<file path="config.mk">
export PLATFORM = sky130hd
export DESIGN_NAME = pdp_rdma_rd_req_gen_flat
export DESIGN_NICKNAME = d
export VERILOG_FILES = /design/src/rtl/pdp_rdma_rd_req_gen_if.sv /design/src/rtl/pdp_rdma_rd_req_gen.sv /design/src/flat_wrapper.sv
export SDC_FILE = /design/constraint.sdc
export NUM_CORES = 1
export LEC_CHECK = 0
export BUFFER_PORTS_ARGS = -buffer_cell sky130_fd_sc_hd__buf_2
export CAP_MARGIN = 30
export CELL_PAD_IN_SITES_DETAIL_PLACEMENT = 1
export CELL_PAD_IN_SITES_GLOBAL_PLACEMENT = 2
export CORE_ASPECT_RATIO = 1.2
export CORE_UTILIZATION = 36
export CTS_CLUSTER_SIZE = 8
export DETAILED_ROUTE_END_ITERATION = 12
export GPL_TIMING_DRIVEN = 0
export PLACE_DENSITY_LB_ADDON = 0.1
export SLEW_MARGIN = 15
export SYNTH_ARGS = -nofsm -noshare
export SYNTH_HDL_FRONTEND = slang
export SYNTH_SLANG_ARGS = --single-unit
</file>
<file path="constraint.sdc">
create_clock -name nvdla_core_clk -period 14.3 [get_ports nvdla_core_clk]
set_input_delay 1.43 -clock nvdla_core_clk [delete_from_list [all_inputs] [get_ports nvdla_core_clk]]
set_output_delay 1.43 -clock nvdla_core_clk [all_outputs]
set_load 0.05 [all_outputs]
</file>
<file path="src/rtl/pdp_rdma_rd_req_gen_if.sv">
// Command and read-request channels of the PDP RDMA read-request generator.
// master: the request generator (consumes commands, issues read requests).
// slave : the command source / memory-interface side.
interface pdp_rdma_rd_req_gen_if #(
  parameter int ADDR_W = 64
);
  logic                cmd_valid;
  logic                cmd_ready;
  logic [ADDR_W-1:0]   cmd_base_addr;
  logic [12:0]         cmd_line_size;
  logic [12:0]         cmd_line_num;
  logic [ADDR_W-1:0]   cmd_line_stride;

  logic                pdp2mcif_rd_req_valid;
  logic                pdp2mcif_rd_req_ready;
  logic [ADDR_W+14:0]  pdp2mcif_rd_req_pd;

  modport master (
    input  cmd_valid,
    output cmd_ready,
    input  cmd_base_addr,
    input  cmd_line_size,
    input  cmd_line_num,
    input  cmd_line_stride,
    output pdp2mcif_rd_req_valid,
    input  pdp2mcif_rd_req_ready,
    output pdp2mcif_rd_req_pd
  );

  modport slave (
    output cmd_valid,
    input  cmd_ready,
    output cmd_base_addr,
    output cmd_line_size,
    output cmd_line_num,
    output cmd_line_stride,
    input  pdp2mcif_rd_req_valid,
    output pdp2mcif_rd_req_ready,
    input  pdp2mcif_rd_req_pd
  );
endinterface

</file>
<file path="src/rtl/pdp_rdma_rd_req_gen.sv">
// PDP RDMA read-request generator: walks a lines x atoms surface, splits each
// line into bursts of at most MAX_BURST atoms and issues them on the
// pdp2mcif_rd_req channel, limited by credits from the response latency FIFO.
//
// state    | meaning
// ---------+-----------------------------------------------------------
// ST_IDLE  | waiting for a command; cmd_ready high
// ST_ISSUE | generating bursts; ends when the last burst is accepted
// ST_DRAIN | all bursts issued; waiting for outstanding atoms to return
module pdp_rdma_rd_req_gen #(
  parameter int ADDR_W    = 64,
  parameter int MAX_BURST = 8,
  parameter int LAT_DEPTH = 128
) (
  input  logic                          nvdla_core_clk,
  input  logic                          nvdla_core_rst,
  pdp_rdma_rd_req_gen_if.master         bus,
  input  logic                          rsp_atom_ret,
  output logic                          busy,
  output logic                          op_done
);

  localparam int OW = $clog2(LAT_DEPTH + 1);
  localparam int CW = $clog2(MAX_BURST + 1);
  localparam int PW = ADDR_W + 15;
  localparam logic [ADDR_W-1:0] ATOM_MASK = ~ADDR_W'(31);

  typedef enum logic [1:0] {
    ST_IDLE  = 2'd0,
    ST_ISSUE = 2'd1,
    ST_DRAIN = 2'd2
  } state_t;

  state_t            state_q, state_d;
  logic [ADDR_W-1:0] line_addr_q, line_addr_d;
  logic [ADDR_W-1:0] stride_q, stride_d;
  logic [12:0]       line_size_q, line_size_d;
  logic [12:0]       line_num_q, line_num_d;
  logic [12:0]       line_cnt_q, line_cnt_d;
  logic [12:0]       atom_idx_q, atom_idx_d;
  logic              all_loaded_q, all_loaded_d;
  logic              valid_q, valid_d;
  logic [PW-1:0]     pd_q, pd_d;
  logic [CW-1:0]     cur_chunk_q, cur_chunk_d;
  logic [OW-1:0]     outstanding_q, outstanding_d;

  logic [13:0]       rem;
  logic              line_end;
  logic [CW-1:0]     chunk;
  logic              accept;
  logic              load;
  logic [31:0]       need;

  // Size of the next burst and whether the credit pool can take it. The
  // request in flight is charged up front so back-to-back loads stay safe.
  always_comb begin
    rem      = {1'b0, line_size_q} - {1'b0, atom_idx_q} + 14'd1;
    line_end = (rem <= 14'(MAX_BURST));
    chunk    = line_end ? rem[CW-1:0] : CW'(MAX_BURST);
    accept   = valid_q && bus.pdp2mcif_rd_req_ready;
    need     = 32'(outstanding_q) + (valid_q ? 32'(cur_chunk_q) : 32'd0) + 32'(chunk);
    load     = (state_q == ST_ISSUE) && !all_loaded_q &&
               (!valid_q || bus.pdp2mcif_rd_req_ready) &&
               (need <= 32'(LAT_DEPTH));
  end

  // Next state, command latch, surface walk and request register.
  always_comb begin
    state_d      = state_q;
    line_addr_d  = line_addr_q;
    stride_d     = stride_q;
    line_size_d  = line_size_q;
    line_num_d   = line_num_q;
    line_cnt_d   = line_cnt_q;
    atom_idx_d   = atom_idx_q;
    all_loaded_d = all_loaded_q;
    valid_d      = valid_q;
    pd_d         = pd_q;
    cur_chunk_d  = cur_chunk_q;

    case (state_q)
      ST_IDLE: begin
        if (bus.cmd_valid) begin
          state_d      = ST_ISSUE;
          line_addr_d  = bus.cmd_base_addr & ATOM_MASK;
          stride_d     = bus.cmd_line_stride & ATOM_MASK;
          line_size_d  = bus.cmd_line_size;
          line_num_d   = bus.cmd_line_num;
          line_cnt_d   = '0;
          atom_idx_d   = '0;
          all_loaded_d = 1'b0;
        end
      end
      ST_ISSUE: begin
        if (accept && all_loaded_q) begin
          state_d = ST_DRAIN;
        end
      end
      ST_DRAIN: begin
        if (outstanding_q == '0) begin
          state_d = ST_IDLE;
        end
      end
      default: state_d = ST_IDLE;
    endcase

    if (accept) begin
      valid_d = 1'b0;
    end

    if (load) begin
      valid_d     = 1'b1;
      cur_chunk_d = chunk;
      pd_d        = {15'(chunk) - 15'd1, line_addr_q + (ADDR_W'(atom_idx_q) << 5)};
      if (line_end) begin
        atom_idx_d  = '0;
        line_addr_d = line_addr_q + stride_q;
        if (line_cnt_q == line_num_q) begin
          all_loaded_d = 1'b1;
        end else begin
          line_cnt_d = line_cnt_q + 13'd1;
        end
      end else begin
        atom_idx_d = atom_idx_q + 13'(chunk);
      end
    end
  end

  // Credit counter: charged on accept, refunded one atom per return; a
  // return with nothing outstanding is dropped.
  always_comb begin
    outstanding_d = outstanding_q;
    if (accept) begin
      outstanding_d = outstanding_d + OW'(cur_chunk_q);
    end
    if (rsp_atom_ret && (outstanding_q != '0)) begin
      outstanding_d = outstanding_d - OW'(1);
    end
  end

  // State registers with synchronous reset.
  always_ff @(posedge nvdla_core_clk) begin
    if (nvdla_core_rst) begin
      state_q       <= ST_IDLE;
      line_addr_q   <= '0;
      stride_q      <= '0;
      line_size_q   <= '0;
      line_num_q    <= '0;
      line_cnt_q    <= '0;
      atom_idx_q    <= '0;
      all_loaded_q  <= 1'b0;
      valid_q       <= 1'b0;
      pd_q          <= '0;
      cur_chunk_q   <= '0;
      outstanding_q <= '0;
    end else begin
      state_q       <= state_d;
      line_addr_q   <= line_addr_d;
      stride_q      <= stride_d;
      line_size_q   <= line_size_d;
      line_num_q    <= line_num_d;
      line_cnt_q    <= line_cnt_d;
      atom_idx_q    <= atom_idx_d;
      all_loaded_q  <= all_loaded_d;
      valid_q       <= valid_d;
      pd_q          <= pd_d;
      cur_chunk_q   <= cur_chunk_d;
      outstanding_q <= outstanding_d;
    end
  end

  assign bus.cmd_ready             = (state_q == ST_IDLE);
  assign bus.pdp2mcif_rd_req_valid = valid_q;
  assign bus.pdp2mcif_rd_req_pd    = pd_q;
  assign busy                      = (state_q != ST_IDLE);
  assign op_done                   = (state_q == ST_DRAIN) && (outstanding_q == '0);

  ret_underflow_a: assert property (@(posedge nvdla_core_clk) disable iff (nvdla_core_rst)
                                    !(rsp_atom_ret && (outstanding_q == '0)))
    else $warning("credit return with no atoms outstanding");

endmodule
</file>
<file path="src/flat_wrapper.sv">
// flat-port wrapper written by rule: the top's interface ports become plain ports
module pdp_rdma_rd_req_gen_flat 
#(
  parameter int ADDR_W    = 64,
  parameter int MAX_BURST = 8,
  parameter int LAT_DEPTH = 128
)
  (nvdla_core_clk, nvdla_core_rst, rsp_atom_ret, busy, op_done, bus_cmd_valid, bus_cmd_ready, bus_cmd_base_addr, bus_cmd_line_size, bus_cmd_line_num, bus_cmd_line_stride, bus_pdp2mcif_rd_req_valid, bus_pdp2mcif_rd_req_ready, bus_pdp2mcif_rd_req_pd);
  pdp_rdma_rd_req_gen_if #(.ADDR_W(ADDR_W)) bus_i ();
  input  logic nvdla_core_clk;
  input  logic nvdla_core_rst;
  input  logic rsp_atom_ret;
  output logic busy;
  output logic op_done;
  input wire logic [$bits(bus_i.cmd_valid)-1:0] bus_cmd_valid;
  output wire logic [$bits(bus_i.cmd_ready)-1:0] bus_cmd_ready;
  input wire logic [$bits(bus_i.cmd_base_addr)-1:0] bus_cmd_base_addr;
  input wire logic [$bits(bus_i.cmd_line_size)-1:0] bus_cmd_line_size;
  input wire logic [$bits(bus_i.cmd_line_num)-1:0] bus_cmd_line_num;
  input wire logic [$bits(bus_i.cmd_line_stride)-1:0] bus_cmd_line_stride;
  output wire logic [$bits(bus_i.pdp2mcif_rd_req_valid)-1:0] bus_pdp2mcif_rd_req_valid;
  input wire logic [$bits(bus_i.pdp2mcif_rd_req_ready)-1:0] bus_pdp2mcif_rd_req_ready;
  output wire logic [$bits(bus_i.pdp2mcif_rd_req_pd)-1:0] bus_pdp2mcif_rd_req_pd;
  assign bus_i.cmd_valid = bus_cmd_valid;
  assign bus_cmd_ready = bus_i.cmd_ready;
  assign bus_i.cmd_base_addr = bus_cmd_base_addr;
  assign bus_i.cmd_line_size = bus_cmd_line_size;
  assign bus_i.cmd_line_num = bus_cmd_line_num;
  assign bus_i.cmd_line_stride = bus_cmd_line_stride;
  assign bus_pdp2mcif_rd_req_valid = bus_i.pdp2mcif_rd_req_valid;
  assign bus_i.pdp2mcif_rd_req_ready = bus_pdp2mcif_rd_req_ready;
  assign bus_pdp2mcif_rd_req_pd = bus_i.pdp2mcif_rd_req_pd;
  pdp_rdma_rd_req_gen #(.ADDR_W(ADDR_W), .MAX_BURST(MAX_BURST), .LAT_DEPTH(LAT_DEPTH)) u_core (.nvdla_core_clk(nvdla_core_clk), .nvdla_core_rst(nvdla_core_rst), .bus(bus_i), .rsp_atom_ret(rsp_atom_ret), .busy(busy), .op_done(op_done));
endmodule
</file>
Word level (Yosys, flattened, before mapping)
Cells that the tools add are included.
- register bits after elaboration: 270
- bits of input ports: 159
- output and inout port bits: 83
- word-level logic and storage cells: 79
- $add $sub $neg: 11
- order comparisons: 2
- eq/ne operators: 6
- muxes and demuxes: 28
- reductions and logical operators: 20
- operators by type and width (cell ; number):
    $mux W64 ; 4
    $mux W13 ; 9
    $add A64 B18 Y64 ; 1
    $add A64 B64 Y64 ; 1
    $add A32 B4 Y32 ; 1
    $add A8 B32 Y32 ; 1
    $le A32 B8 Y1 const B ; 1
    $mux W8 ; 2
    $add A14 B1 Y14 const B ; 1
    $le A14 B4 Y1 const B ; 1
    $sub A13 B13 Y14 ; 1
    $add A13 B1 Y13 const B ; 1
    $add A13 B4 Y13 ; 1
    $eq A13 B13 Y1 ; 1
    $add A8 B4 Y8 ; 1
    $logic_not A8 Y1 ; 1
    $mux W4 ; 2
    $reduce_bool A2 Y1 ; 4
    $reduce_bool A8 Y1 ; 1
    $sub A8 B1 Y8 const B ; 1
    $logic_and A1 B1 Y1 ; 7
    $mux W1 ; 7
    $mux W2 ; 3
    $pmux W2 S3 ; 1
    other kinds (10) ; 13

Logic depth before layout (Yosys ltp)
Gate-level depths: netlist of the first run.
- depth after elaboration: 9
- depth in mapped cells: 31
- depth with buffers taken out: 28

Least setup slack after synthesis of the first run
Ideal clock, no wire load.
- path type: register to register
- start: reg u_core.atom_idx_q[1]
- end: reg u_core.atom_idx_q[12]
- data arrival time: 6.659 ns
- slack: 7.567 ns
- stages on the path, launching flop included: 29
- buffers on the path: 1
- period minus slack after synthesis: 6.733 ns
- cells stage by stage: dfxtp_1 > ha_1 > inv_1 > ha_1 > fa_1 > nor3_1 > nor2_1 > a211o_1 > nor3_1 > nand3_1 > or4_4 > o21bai_1 > a21oi_2 > nand2_1 > fa_1 > inv_1 > ha_1 > inv_1 > fa_1 > o21ai_0 > xnor2_1 > nor3_1 > o22ai_1 > a2111oi_1 > o31a_1 > and2b_2 > buf_2 > a41oi_1 > a31oi_1
- word-level cells in the longest chain between the ends: 9
- ends and longest elaborated chain (what ; line ; text):
    start, declared ; pdp_rdma_rd_req_gen.sv:40 ; logic [12:0] atom_idx_q, atom_idx_d;
    start signal, assigned ; pdp_rdma_rd_req_gen.sv:163 ; atom_idx_q <= atom_idx_d;
    $sub A13 B13 Y14 ; pdp_rdma_rd_req_gen.sv:57 ; rem = {1'b0, line_size_q} - {1'b0, atom_idx_q} + 14'd1;
    $add A14 B1 Y14 ; pdp_rdma_rd_req_gen.sv:57 ;
    $le A14 B4 Y1 ; pdp_rdma_rd_req_gen.sv:58 ; line_end = (rem <= 14'(MAX_BURST));
    $mux W4 ; pdp_rdma_rd_req_gen.sv:59 ; chunk = line_end ? rem[CW-1:0] : CW'(MAX_BURST);
    $add A32 B4 Y32 ; pdp_rdma_rd_req_gen.sv:61 ; need = 32'(outstanding_q) + (valid_q ? 32'(cur_chunk_q) : 32'd0) + 32'(chunk);
    $le A32 B8 Y1 ; pdp_rdma_rd_req_gen.sv:64 ; (need <= 32'(LAT_DEPTH));
    $logic_and A1 B1 Y1 ; pdp_rdma_rd_req_gen.sv:63 ; (!valid_q || bus.pdp2mcif_rd_req_ready) &&
    $reduce_bool A2 Y1 (no source line) ; -- ;
    $reduce_and A2 Y1 (no source line) ; -- ;
Several ways; a longest one is shown, not always the timed one.
A chain may end at the register's enable or synchronous reset.

Worst setup path in the final report of the first run
- start: reg u_core.atom_idx_q[1]
- end: reg u_core.line_addr_q[55]
- word-level cells in the longest chain between the ends: 8
- ends and longest elaborated chain (what ; line ; text):
    $sub A13 B13 Y14 (*) ; pdp_rdma_rd_req_gen.sv:57 ;
    $add A14 B1 Y14 (*) ; pdp_rdma_rd_req_gen.sv:57 ;
    $le A14 B4 Y1 ; pdp_rdma_rd_req_gen.sv:58 ;
    $mux W4 ; pdp_rdma_rd_req_gen.sv:59 ;
    $add A32 B4 Y32 ; pdp_rdma_rd_req_gen.sv:61 ;
    $le A32 B8 Y1 ; pdp_rdma_rd_req_gen.sv:64 ;
    $logic_and A1 B1 Y1 ; pdp_rdma_rd_req_gen.sv:63 ;
    $mux W64 (*) ; pdp_rdma_rd_req_gen.sv:111 ; if (load) begin
    end signal, assigned ; pdp_rdma_rd_req_gen.sv:158 ; line_addr_q <= line_addr_d;
    end, declared ; pdp_rdma_rd_req_gen.sv:35 ; logic [ADDR_W-1:0] line_addr_q, line_addr_d;
Every way passes the cells marked *; elsewhere a longest branch is shown, timed or not.

==> results of run 1 <==
critical path: cells and delay by family (launching register included):
family / cells / cell delay [ns]
AND/OR/NAND/NOR: 9 / 2.68
AO/OA/AOI/OAI: 8 / 2.22
adder cells (fa/ha/maj): 6 / 2.03
buffers and inverters: 5 / 1.03
flip-flops: 1 / 0.48
XOR/XNOR: 1 / 0.10
placed cells by master, fill, tap and decap left out, types with 23 or more instances in the layout:
cell       netlist  final
and3_1          39     39
nor2_1         155    155
a211oi_1        72     72
and2_1          26     26
nor3_1          25     25
nand3_1         40     40
nand4_1         28     28
xor2_1          62     62
buf_2            8    240
inv_1           68     68
ha_1           112    112
a31oi_1         23     23
a21o_1          52     52
dfxtp_1        260    260
nand2_1        427    427
clkbuf_1        94     98
a311oi_1        26     26
xnor2_1         66     66
a21oi_1        232    232
o21ai_0         55     55
clkbuf_16        0     41
power by group:
part | switching [mW] | total, mW | internal, mW
clock network | 0.342 | 0.875 | 0.533
registers | 0.0648 | 0.856 | 0.791
logic | 0.412 | 0.614 | 0.202
total | 0.819 | 2.34 | 1.53
registers in the layout (all words and copies together), names as in the netlist, 2 cells and up:
signal                         count
u_core.bus.pdp2mcif_rd_req_pd     69
u_core.cur_chunk_q                 4
u_core.line_num_q                 13
u_core.outstanding_q               8
u_core.atom_idx_q                 13
u_core.state_q                     2
u_core.line_cnt_q                 13
u_core.stride_q                   59
u_core.line_addr_q                64
u_core.line_size_q                13
stage by stage:
step           worst slack [ns]  utilization, %  power [mW]  hold slack, ns  instances
4_1_cts                   5.519           43.40       2.366          0.4560       3017
2_1_floorplan             7.567               -       1.284          0.4273       2122
6_report                  5.650           43.40       2.345          0.4548       3017
5_1_grt                   5.078           43.40       2.451          0.4846       3017
3_5_place_dp              5.558           40.95       1.482          0.4435       2969
3_3_place_gp              5.126           40.73       1.464          0.4360       2962
cells by family (layout without fill, tap and decap cells):
kind of cell,Yosys count,in the layout,share of synthesized area (%)
xor gates and xnor gates,129,129,6.951
DFF,260,260,31.81
and+or+nand+nor,844,844,23.43
AOI/OAI and AO/OA,562,562,22.20
buffers and inverters,192,478,5.016
adders and majority gates,122,122,9.788
muxes,13,13,0.8030
per-layer routing:
layer	track usage [%]	up-vias	wire length (um)
met3	2.865	111	2220
met1	35.18	8007	28720
met5	0	-	0
li1	-	7997	-
met4	11.16	0	2297
met2	51.13	365	32960
area by class of cell:
cell class / count / area (um2) / share of cell area [%]
multi-input cells: 1670 / 10350 / 53.16
flip-flops and latches: 260 / 5205 / 26.72
repair buffers: 238 / 1236 / 6.347
clock buffers: 47 / 1069 / 5.486
well taps: 609 / 762.0 / 3.912
plain buffers: 123 / 561.8 / 2.884
inverters: 69 / 259.0 / 1.330
clock inverters: 1 / 30.03 / 0.1542
cell usage after synthesis (5+ instances only):
library cell and n:
mux2i_1 12, nand3b_1 12, or3_1 12, fa_1 10, nand4_1 28, o21bai_1 16, nor2b_1 17, o21a_1 14
a211oi_1 72, nor4_1 12, buf_6 7, a21o_1 52, ha_1 112, clkbuf_1 94, a31oi_1 23, and2_1 26
nand2_1 427, buf_2 8, inv_1 68, dfxtp_1 260, nor2_1 155, and4_1 9, and3_1 39, nor3_1 25
or2_2 5, nor3b_1 5, buf_4 10, xor2_1 62, nand3_1 40, o211a_1 5, a31o_2 8, o211ai_1 6
a311oi_1 26, nand2b_1 19, o21ai_0 55, a21oi_1 232, a21boi_0 5, xnor2_1 66
worst max-delay path by stage:
stage / startpoint / end / slack, ns
2_1_floorplan: u_core.atom_idx_q[1]$_SDFFE_PP0P_ / u_core.atom_idx_q[12]$_SDFFE_PP0P_ / 7.57
4_1_cts: u_core.atom_idx_q[1]$_SDFFE_PP0P_ / u_core.line_addr_q[55]$_SDFF_PP0_ / 5.52
5_1_grt: u_core.atom_idx_q[1]$_SDFFE_PP0P_ / u_core.line_addr_q[55]$_SDFF_PP0_ / 5.08
3_5_place_dp: u_core.atom_idx_q[1]$_SDFFE_PP0P_ / u_core.line_addr_q[55]$_SDFF_PP0_ / 5.56
3_3_place_gp: u_core.atom_idx_q[1]$_SDFFE_PP0P_ / u_core.bus.pdp2mcif_rd_req_pd[77]$_SDFFE_PP0N_ / 5.13
6_report: u_core.atom_idx_q[1]$_SDFFE_PP0P_ / u_core.line_addr_q[55]$_SDFF_PP0_ / 5.65
==> results list, run 1 <==
- In this run the vertical extent of the chip is approximately 240 um.
* Data arrival time at the worst-slack endpoint: a little over 9 ns
* Overall global routing resource usage: about 29%
* Number of primary I/O pins: 242
- Max Fclk: ~0.12 GHz
* Mean Syn Cell Area: around 7.7 um2
- 1st-iter DRT viols: roughly 720
- Final WL: ~66000 um
- Worst flop-to-flop path startpoint: u_core.atom_idx_q[1]$_SDFFE_PP0P_
- Counting every instance in the synthesized netlist gives approximately 2100.
* Count of input and output buffers: about 230
- Worst max-slew margin expressed relative to the limit: 28.45%
- Total number of nets in the final design: 2682
- After synthesis, the share of flip-flops with an asynchronous set or reset is 0%.
- Worst flop-to-flop path endpoint: u_core.line_addr_q[55]$_SDFF_PP0_
* Core area: between 40000 and 50000 um2
- Number of clock buffers inserted by TritonCTS: 39
- Data required, critical path: 14.74 ns
- After global routing the overflow that remains totals 0.
- Outcome: completed
* Slowest stage cell on the critical path: nor4_2
- Worst skew pair latency: around 0.56 ns
- Worst-case clock buffer depth: 3
- Pins Over Slew Limit: 0
- Sequential area share after synthesis: between 30% and 40%
- # DRC: 0
- In this run the most critical hold path is launched from u_core.line_addr_q[2]$_SDFFE_PP0P_.
- Average via count per standard cell: ~5.5
- The final route contains 16480 vias.
* Primary FF master, synth: dfxtp_1
* Synthesized Nets: roughly 2400
* Wire length of the first global-routing pass: ~100000 um
* Vias in the first global route: approximately 17000
* Pin count of the biggest net entering global routing: 13
- Total of fill cells in the finished design: 5653
- The tool flagged a number of max-cap violations equal to 0.
- Adding up every negative setup slack in the final design gives 0 ns.
- TritonCTS sink count: 260
* Library cell with the largest summed area after synthesis: dfxtp_1
* #FFs+latches synth: 260
- Antenna Nets Post-Route: 0
- The number of hold-slack violations in the final timing report came to 0.
- Setup repair after global routing left no endpoint under its margin.
- The analysis attributes to cell leakage a power of roughly 8.4 nW.
- Clock tree from TritonCTS: built
- By area the synthesized netlist is led by dfxtp_1 (32%), nand2_1 (9.8%), ha_1 (8.6%).
- After routing the design area is between 15000 and 20000 um2.
- Summed over all nets, the half-perimeter wirelength after detailed placement is about 52000 um.
* GPL Wtd Cong: between 0.9 and 1
- Clock-pin slew was measured on the worst setup and hold paths at approximately 0.050 ns.
* Post-detailed-route wirelength per cell: between 20 and 25 um
- The worst hold path terminates at u_core.bus.pdp2mcif_rd_req_pd[2]$_SDFFE_PP0N_.
- Power density over cell area: between 100 and 150 nW/um2
- Row generation in the floorplan step produced 85 rows.
- The root buffer cell chosen for the clock tree is clkbuf_16.
- Clk_skew: approximately 0.024 ns
* Starting utilization of the core area: between 30% and 40%
- After layout, the minimum clock period comes to roughly 8.7 ns.
- After detailed placement, the total cell area comes to approximately 18000 um2.
- The worst hold path passes through 2 cells.
* PostCTS Resize Cnt: 0
* Transition time of the tightest slew-check pin: approximately 1.1 ns
- Post-CTS setup repair buffer count: 0
- Total number of H-tree levels: 2
- The initial antenna violation count came to 1.
* Warnings, synthesis: 0
* Critical setup path kind: reg2reg
* Synth Cell Area: around 16000 um2
- Cell variety after synth: between 70 and 80
- Count of hold buffers inserted by post-cts repair: 0
- Total die area: 46310 um2
- Crit-path max cell delay: approximately 0.74 ns
- Crit path max fanout: 10
* R2r setup slk: 5.65 ns
- The repair_antennas step left the layout with diodes totalling 0.
- Die Wd: 196.6 um
- The cell that appears most often on the critical path is nor3_1.
- Share of cells above drive strength 1: between 10% and 20%
- Area added between synthesis and finish: 19.04%
- STA classifies the critical path startpoint as a register.
- STA classifies the critical path endpoint as a register.
* Final setup violating endpoints: 0
* Class of the worst hold path: reg2reg
- Worst vdd ir: a little under 0.00009 V
* Initial DRT Pass Iterations: 5
- R2r worst-path depth: 29
- Period Utilization, post-route: 60.49%
- Number of synthesized flops with an enable pin: 0
* Post-synth top area share: approximately a third
Note: power is estimated with default switching activity, not from simulation.
==> run 2, diff against run 1 <==
--- a/config.mk
+++ b/config.mk
@@ -10,7 +10,7 @@
 export CELL_PAD_IN_SITES_DETAIL_PLACEMENT = 1
 export CELL_PAD_IN_SITES_GLOBAL_PLACEMENT = 2
 export CORE_ASPECT_RATIO = 1.2
-export CORE_UTILIZATION = 36
+export CORE_UTILIZATION = 30
 export CTS_CLUSTER_SIZE = 8
 export DETAILED_ROUTE_END_ITERATION = 12
 export GPL_TIMING_DRIVEN = 0
==> constraint.sdc (replaced) <==
create_clock -name nvdla_core_clk -period 7.4 [get_ports nvdla_core_clk]
set_input_delay 0.74 -clock nvdla_core_clk [delete_from_list [all_inputs] [get_ports nvdla_core_clk]]
set_output_delay 0.74 -clock nvdla_core_clk [all_outputs]
set_load 0.05 [all_outputs]
==> run 2 against run 1 <==
  * Largest power group unchanged
  * Register-to-register slack worse by 5.4 ns
  * Sequential share of layout area fell by 0.66 points
  * Clock skew is 0.0051 ns lower
  * Combinational power is 100% higher
  * Clock power increased by 95%
  * Wire length is 5.7% higher
  * Via count is 0.29% higher
==> results list, run 2 (synthesis gave the netlist of run 1 again) <==
* Data arrival time at the worst-slack endpoint: 7.56 ns (-1.53 ns)
- The fraction of layout instances using a drive strength above 1 came to 16.29% (+2.2 points).
* Largest register FFs: 69 (unchanged)
- The share of total power consumed by net switching was 35.30% (+0.39 points).
- The slack of the critical path is 0.2784 ns (-5.371 ns).
- Dpl hpwl: 55240 um (+5.5%)
- In the layout the commonest cells are nand2_1 (426), dfxtp_1 (256), buf_2 (234).
* Part of the power in combinational logic: 27.1% (+0.9 points)
- Area added between synthesis and finish: 22.25%
* Met2 routed WL: 34430 um (+4.5%)
- The total negative slack for setup checks is 0 ns (unchanged).
- The final antenna-violating net count was 0 (unchanged).
- The static leakage power is 8.555 nW (+2.2%).
- Worst flop-to-flop path startpoint: u_core.atom_idx_q[10]$_SDFFE_PP0P_
* Clock slew at reported path FFs: 0.06 ns (about the same)
* Max Fclk: 0.1404 GHz (+21%)
* Antenna violations before repair: 1 (unchanged)
- Period Utilization, post-route: 96.24% (+36 points)
- Number of clock buffers inserted by TritonCTS: 39 (unchanged)
* Clk_skew: 0.01884 ns (-0.005074 ns)
- The largest voltage drop on the vdd net came to 0.0001203 V (+37%).
- Max Cap Violations: 0 (unchanged)
* Slowest stage cell on the critical path: a2111o_1
- Number of endpoints with negative hold slack in the final report: 0 (unchanged)
- The required time of the worst setup path came to 7.84 ns (-6.90 ns).
* Average via count per standard cell: 5.269 (-3.5%)
- Clock tree from TritonCTS: built
- The sequential power share was 35.9% (-0.6 points).
- The library cell used most frequently in the layout, excluding fill and tap cells, is nand2_1.
* TritonCTS sink count: 260 (unchanged)
* Final core area utilization: 37.21% (-6.2 points)
- Total number of H-tree levels: 2 (unchanged)
- The average wire length per cell after detail routing was 22.29 um (+1.6%).
- The post-route standard cell area excluding fillers came to 20000 um2 (+2.7%).
- Post-placement cell count: 3073 (+3.5%)
- Outcome: completed
* CTS Root Cell: clkbuf_16
- The count of input and output buffers is 231 (unchanged).
* Minimum setup slack after placement: -1.387 ns (-6.945 ns)
* Total power draw: 4.612 mW (+97%)
* 1st-iter DRT viols: 686 (-4.2%)
- Critical setup path kind: reg2reg
* Core area: 53760 um2 (+20%)
- The number of global-route vias before repair came to 17318 (-0.023%).
- The switching power summed over all nets came to 1.628 mW (+99%).
* Pin count of the biggest net entering global routing: 13 (unchanged)
- The final weighted congestion in routability-driven placement came to 0.8909 (-2.1%).
* Leftover overflow at the end of global routing: 0 (unchanged)
* Crit path max fanout: 10 (unchanged)
- Total die area: 55480 um2 (+20%)
* Worst-case clock buffer depth: 3 (unchanged)
- The cell area after placement was 18530 um2 (+0.80%).
- WL met3: 2379 um (+7.2%)
* Overall global routing resource usage: 24.95% (-3.7 points)
- Pins Over Slew Limit: 0 (unchanged)
- The worst-margin pin slew is 1.044 ns (-0.02926 ns).
- Sum of routed wire segments on met1: 30450 um (+6.0%)
* Worst max-slew margin expressed relative to the limit: 30.40% (+2.0 points)
* Die Wd: 215.2 um (+9.4%)
- The wire length of the first global-routing pass came to 105500 um (+4.2%).
* Worst hold margin: 0.4255 ns (-0.02934 ns)
- Internal Pwr Total: 2.984 mW (+96%)
* Cell occurring most often along the worst timing path: buf_6
* Placement row count: 93 (+9.4%)
* Initial DRT Pass Iterations: 5 (unchanged)
* CP Launch Type: register
- Final WL: 69940 um (+5.7%)
* Final standard cell count with taps included and fillers excluded: 3137 (+4.0%)
* Final setup violating endpoints: 0 (unchanged)
- STA classifies the critical path endpoint as a register.
- The antenna diode count came to 0 (unchanged).
- Total number of nets in the final design: 2700 (+0.67%)
* Clock power frac: 37.0% (-0.3 points)
- # DRC: 0 (unchanged)
- Highest routed metal layer: met4
- In this run the most critical hold path is launched from bus_cmd_line_stride[58].
- Class of the worst hold path: in2reg
- The die height was 257.8 um (+9.5%).
- Number of primary I/O pins: 242 (unchanged)
* Number of vias in the routed layout: 16528 (+0.29%)
- Count of hold buffers inserted by post-cts repair: 0 (unchanged)
- Worst skew pair latency: 0.56 ns (about the same)
* Time the final worst path needs with I/O delays and setup: 7.122 ns (-1.529 ns)
* Total of fill cells in the finished design: 6627 (+17%)
* Starting utilization of the core area: 30.44% (-6.0 points)
- In this run the worst setup path begins at u_core.atom_idx_q[10]$_SDFFE_PP0P_.
- The maximum single-stage delay on the critical path was 0.55 ns (-0.19 ns).
- The areal power density over the cells came to 230.6 nW/um2 (+92%).
run 2: cell types whose count changed in the layout (fill, tap and decap cells not counted), sizes merged:
| cell | before | now |
|---|---|---|
| buf | 267 | 285 |
| clkbuf | 141 | 140 |
run 2: critical path: cells and delay by family (launching register included):
kind	cells	cell delay, ns
xor gates and xnor gates	1	0.18
and+or+nand+nor	7	1.72
AOI/OAI and AO/OA	10	2.30
DFF	1	0.41
buffers and inverters	6	0.88
adders and majority gates	4	1.49
run 2: worst paths after layout:
kind	cells past startpoint	endpoint	slack, ns
setup reg to reg	28	u_core.line_addr_q[61]$_SDFF_PP0_	0.28
setup / recovery	28	u_core.line_addr_q[61]$_SDFF_PP0_	0.28
hold reg to reg	2	u_core.bus.pdp2mcif_rd_req_pd[9]$_SDFFE_PP0N_	0.45
hold / removal	3	u_core.stride_q[58]$_SDFFE_PP0P_	0.43
run 2: power groups by stage:
stage          sequential [mW]  combinational [mW]  clock (mW)
2_1_floorplan             1.85               0.635           0
3_3_place_gp              1.68                1.17           0
3_5_place_dp              1.68                1.20           0
4_1_cts                   1.66                1.23        1.75
5_1_grt                   1.67                1.37        1.80
6_report                  1.65                1.25        1.71
run 2: what timing repair did:
| action | in CTS | in global routing |
|---|---|---|
| pin swaps | 11 | 9 |
| buffers inserted | 11 | 5 |
| setup endpoints to repair | 160 | 156 |
| resized for setup | 45 | 19 |
run 2: cell type report:
cell class / instances / area (um2) / area share, %
Clock buffer: 46 / 1075 / 5.373
Tap cell: 712 / 890.9 / 4.454
Inverter: 69 / 259.0 / 1.295
Clock inverter: 1 / 30.03 / 0.1501
Multi-Input combinational cell: 1670 / 10510 / 52.55
Sequential cell: 260 / 5213 / 26.06
Timing Repair Buffer: 256 / 1403 / 7.012
Buffer: 123 / 621.8 / 3.109
run 2: layer usage:
metal,track usage [%],vias to the layer above
met5,0,-
met4,9.771,0
met3,2.898,114
met2,44.30,329
met1,30.57,8058
li1,-,8027
==> run 3, diff against run 2 <==
--- a/config.mk
+++ b/config.mk
@@ -5,7 +5,7 @@
 export SDC_FILE = /design/constraint.sdc
 export NUM_CORES = 1
 export LEC_CHECK = 0
-export BUFFER_PORTS_ARGS = -buffer_cell sky130_fd_sc_hd__buf_2
+export BUFFER_PORTS_ARGS = -buffer_cell sky130_fd_sc_hd__buf_4
 export CAP_MARGIN = 30
 export CELL_PAD_IN_SITES_DETAIL_PLACEMENT = 1
 export CELL_PAD_IN_SITES_GLOBAL_PLACEMENT = 2
==> run 3 against run 2 <==
  * Critical endpoint is now u_core.line_addr_q[55]$_SDFF_PP0_
  * Critical path type unchanged
  * Fmax up 0.15%
  * Sequential share of layout area down 0.71 points
  * Utilization grew 1.1 points
  * Via count up 0.77%
  * First-iteration DRC count up 14%
  * Clock skew fell by 0.0016 ns
  * Sequential power is essentially flat
  * Setup slack improved by 0.011 ns
  * Register-to-register slack about the same
  * Global-route usage fell by 0.059 points
==> results list, run 3 (synthesis gave the netlist of run 1 again) <==
- The number of global-route vias before repair was 17277 (-0.24%).
- The deepest clock path buffer count was 3 (unchanged).
* Worst flop-to-flop path startpoint: u_core.atom_idx_q[10]$_SDFFE_PP0P_
- Transition time of the tightest slew-check pin: 1.039 ns (-0.005368 ns)
- The starting DRC count in detailed routing is 783 (+14%).
- The final max-slew violation count is 0 (unchanged).
* Final core area utilization: 38.27% (+1.1 points)
- The fraction of layout instances using a drive strength above 1 was 16.42% (+0.13 points).
- In this run the most critical hold path is launched from bus_cmd_line_stride[29].
- The area of the die came to 55480 um2 (unchanged).
* Period Utilization, post-route: 96.09% (-0.14 points)
- Clk_skew: 0.01727 ns (-0.001565 ns)
- The CTS H-tree depth came to 2 (unchanged).
- The largest fanout on the critical path is 10 (unchanged).
- Critical setup path kind: reg2reg
* Pleak: 8.705 nW (+1.7%)
- CTS Root Cell: clkbuf_16
- # DRC: 0 (unchanged)
- The maximum single-stage delay on the critical path is 0.55 ns (about the same).
* CP Launch Type: register
* Sw frac: 34.91% (-0.39 points)
- Setup repair after global routing missed its margin: false
* Clock tree from TritonCTS: built
- Total number of nets in the final design: 2704 (+0.15%)
- Outcome: completed
- Antenna Nets Post-Route: 0 (unchanged)
- Number of primary I/O pins: 242 (unchanged)
* Worst hold path stage count: 3 (unchanged)
- The part of the total power dissipated in combinational logic is 28.0% (+0.9 points).
- Nature of the critical path endpoint: register
- Height of the die: 257.8 um (unchanged)
- The wire length of the first global-routing pass was 104700 um (-0.77%).
* Sequential share of power: 35.5% (-0.4 points)
- The via count normalized by instance count came to 5.299 (+0.58%).
- Dpl hpwl: 55500 um (+0.47%)
- The clock network fraction of design power was 36.5% (-0.5 points).
- The final weighted congestion in routability-driven placement is 0.9085 (+2.0%).
- The first-pass iteration count of the detailed router came to 5 (unchanged).
- Leaving out fill and tap cells, the most frequent cell in the layout is nand2_1.
- The number of sinks handled by clock tree synthesis came to 260 (unchanged).
- In this run the critical register-to-register path is captured at u_core.line_addr_q[55]$_SDFF_PP0_.
- The path with the worst hold slack has its endpoint at u_core.stride_q[29]$_SDFFE_PP0P_.
* Time the final worst path needs with I/O delays and setup: 7.111 ns (-0.01066 ns)
- The via count of the routed design was 16655 (+0.77%).
* Slowest stage cell on the critical path: a2111o_1
* Overall global routing resource usage: 24.89% (-0.059 points)
- The number of hold buffers added after CTS came to 0 (unchanged).
- Number of endpoints with negative hold slack in the final report: 0 (unchanged)
* Count of input and output buffers: 231 (unchanged)
- Largest register FFs: 69 (unchanged)
* Data arrival time at the worst-slack endpoint: 7.55 ns (about the same)
- Highest-count cells in the layout ignoring fill and taps: nand2_1 (425), buf_4 (262), dfxtp_1 (255)
- The internal reg-to-reg setup slack was 0.29 ns (about the same).
* Data required, critical path: 7.84 ns (about the same)
- Pin count of the biggest net entering global routing: 13 (unchanged)
- The max capacitance violation total is 0 (unchanged).
- Final standard cell count with taps included and fillers excluded: 3143 (+0.19%)
- Leftover overflow at the end of global routing: 0 (unchanged)
- Area added between synthesis and finish: 25.76%
* Final WL: 70090 um (+0.22%)
- The areal power density over the cells is 226.5 nW/um2 (-1.8%).
- Total power draw: 4.661 mW (+1.1%)
- Internal Pwr Total: 3.034 mW (+1.7%)
- R2r worst-path depth: 29 (+3.6%)
- Worst vdd ir: 0.0001309 V (+8.8%)
* Placement row count: 93 (unchanged)
- Antenna violations before repair: 1 (unchanged)
* Post-placement cell count: 3076 (+0.098%)
- The number of buffers created by CTS came to 39 (unchanged).
- The tightest min-delay check is of the in2reg type.
- Worst max-slew margin expressed relative to the limit: 30.18% (-0.22 points)
- The cell that appears most often on the critical path is buf_6.
- The average wire length per cell after detail routing came to 22.30 um (about the same).
- Die Wd: 215.2 um (unchanged)
- The clock latency on the worst-skew pair was 0.56 ns (about the same).
- The clock transition at the registers of the reported paths came to 0.05 ns (about the same).
* Core area: 53760 um2 (unchanged)
* CP startpoint: u_core.atom_idx_q[10]$_SDFFE_PP0P_
* Starting utilization of the core area: 30.44% (unchanged)
* Final setup violating endpoints: 0 (unchanged)
- The upper clock frequency limit is 0.1406 GHz (+0.15%).
- Net switching power: 1.627 mW (about the same)
## run 3: final cells by class
| type | instances | area [um2] |
|---|---|---|
| Fill cell | 6607 | 33180 |
| Clock buffer | 47 | 1069 |
| Buffer | 123 | 609.3 |
| Timing Repair Buffer | 260 | 2007 |
| Inverter | 69 | 259.0 |
| Antenna cell | 1 | 2.502 |
| Multi-Input combinational cell | 1670 | 10490 |
| Sequential cell | 260 | 5216 |
| Clock inverter | 1 | 30.03 |
| Tap cell | 712 | 890.9 |
## run 3: worst max-delay path, delay by kind of cell, from the launching register on
kind	cells	cell delay [ns]
compound gates	12	2.51
simple gates	6	1.67
fa+ha+maj	4	1.42
buf+inv	6	0.75
flops	1	0.41
xor+xnor	1	0.17
## run 3: worst max path at each step
stage	depth (start not counted)	slack [ns]	to
final	29	0.29	u_core.line_addr_q[55]$_SDFF_PP0_
after global routing	29	0.03	u_core.line_addr_q[55]$_SDFF_PP0_
after CTS	29	0.04	u_core.line_addr_q[35]$_SDFF_PP0_
after detailed placement	28	-1.47	u_core.bus.pdp2mcif_rd_req_pd[10]$_SDFFE_PP0N_
after global placement	27	-2.71	u_core.bus.pdp2mcif_rd_req_pd[10]$_SDFFE_PP0N_
after floorplan	28	0.67	u_core.atom_idx_q[12]$_SDFFE_PP0P_
## run 3: through the flow
step	TNS [ns]	hold WS [ns]	instance area, um2	worst slack [ns]
2_1_floorplan	0	0.4273	16360	0.6672
4_1_cts	0	0.3995	20410	0.03510
3_3_place_gp	-264.98	0.4399	18990	-2.711
6_report	0	0.4262	20580	0.2890
5_1_grt	0	0.4215	20570	0.02916
3_5_place_dp	-158.30	0.4490	19130	-1.468
## run 3: layer usage
| layer | track usage (%) | vias to the layer above | wire (um) |
|---|---|---|---|
| met5 | 0 | - | 0 |
| met4 | 9.653 | 0 | 2599 |
| met3 | 3.263 | 109 | 2677 |
| met2 | 44.01 | 368 | 34470 |
| met1 | 30.45 | 8121 | 30340 |
| li1 | - | 8057 | - |
## run 3: power by group through the flow
| stage | sequential (mW) | clock, mW | combinational, mW |
|---|---|---|---|
| 2_1_floorplan | 1.85 | 0 | 0.635 |
| 3_3_place_gp | 1.69 | 0 | 1.23 |
| 4_1_cts | 1.66 | 1.74 | 1.29 |
| 3_5_place_dp | 1.69 | 0 | 1.26 |
| 5_1_grt | 1.67 | 1.80 | 1.42 |
| 6_report | 1.66 | 1.70 | 1.30 |
## run 3: timing repair
action,in CTS,in global routing
resized for setup,42,25
setup buffers,8,8
pin swaps,8,14
endpoints found under the setup margin,160,155
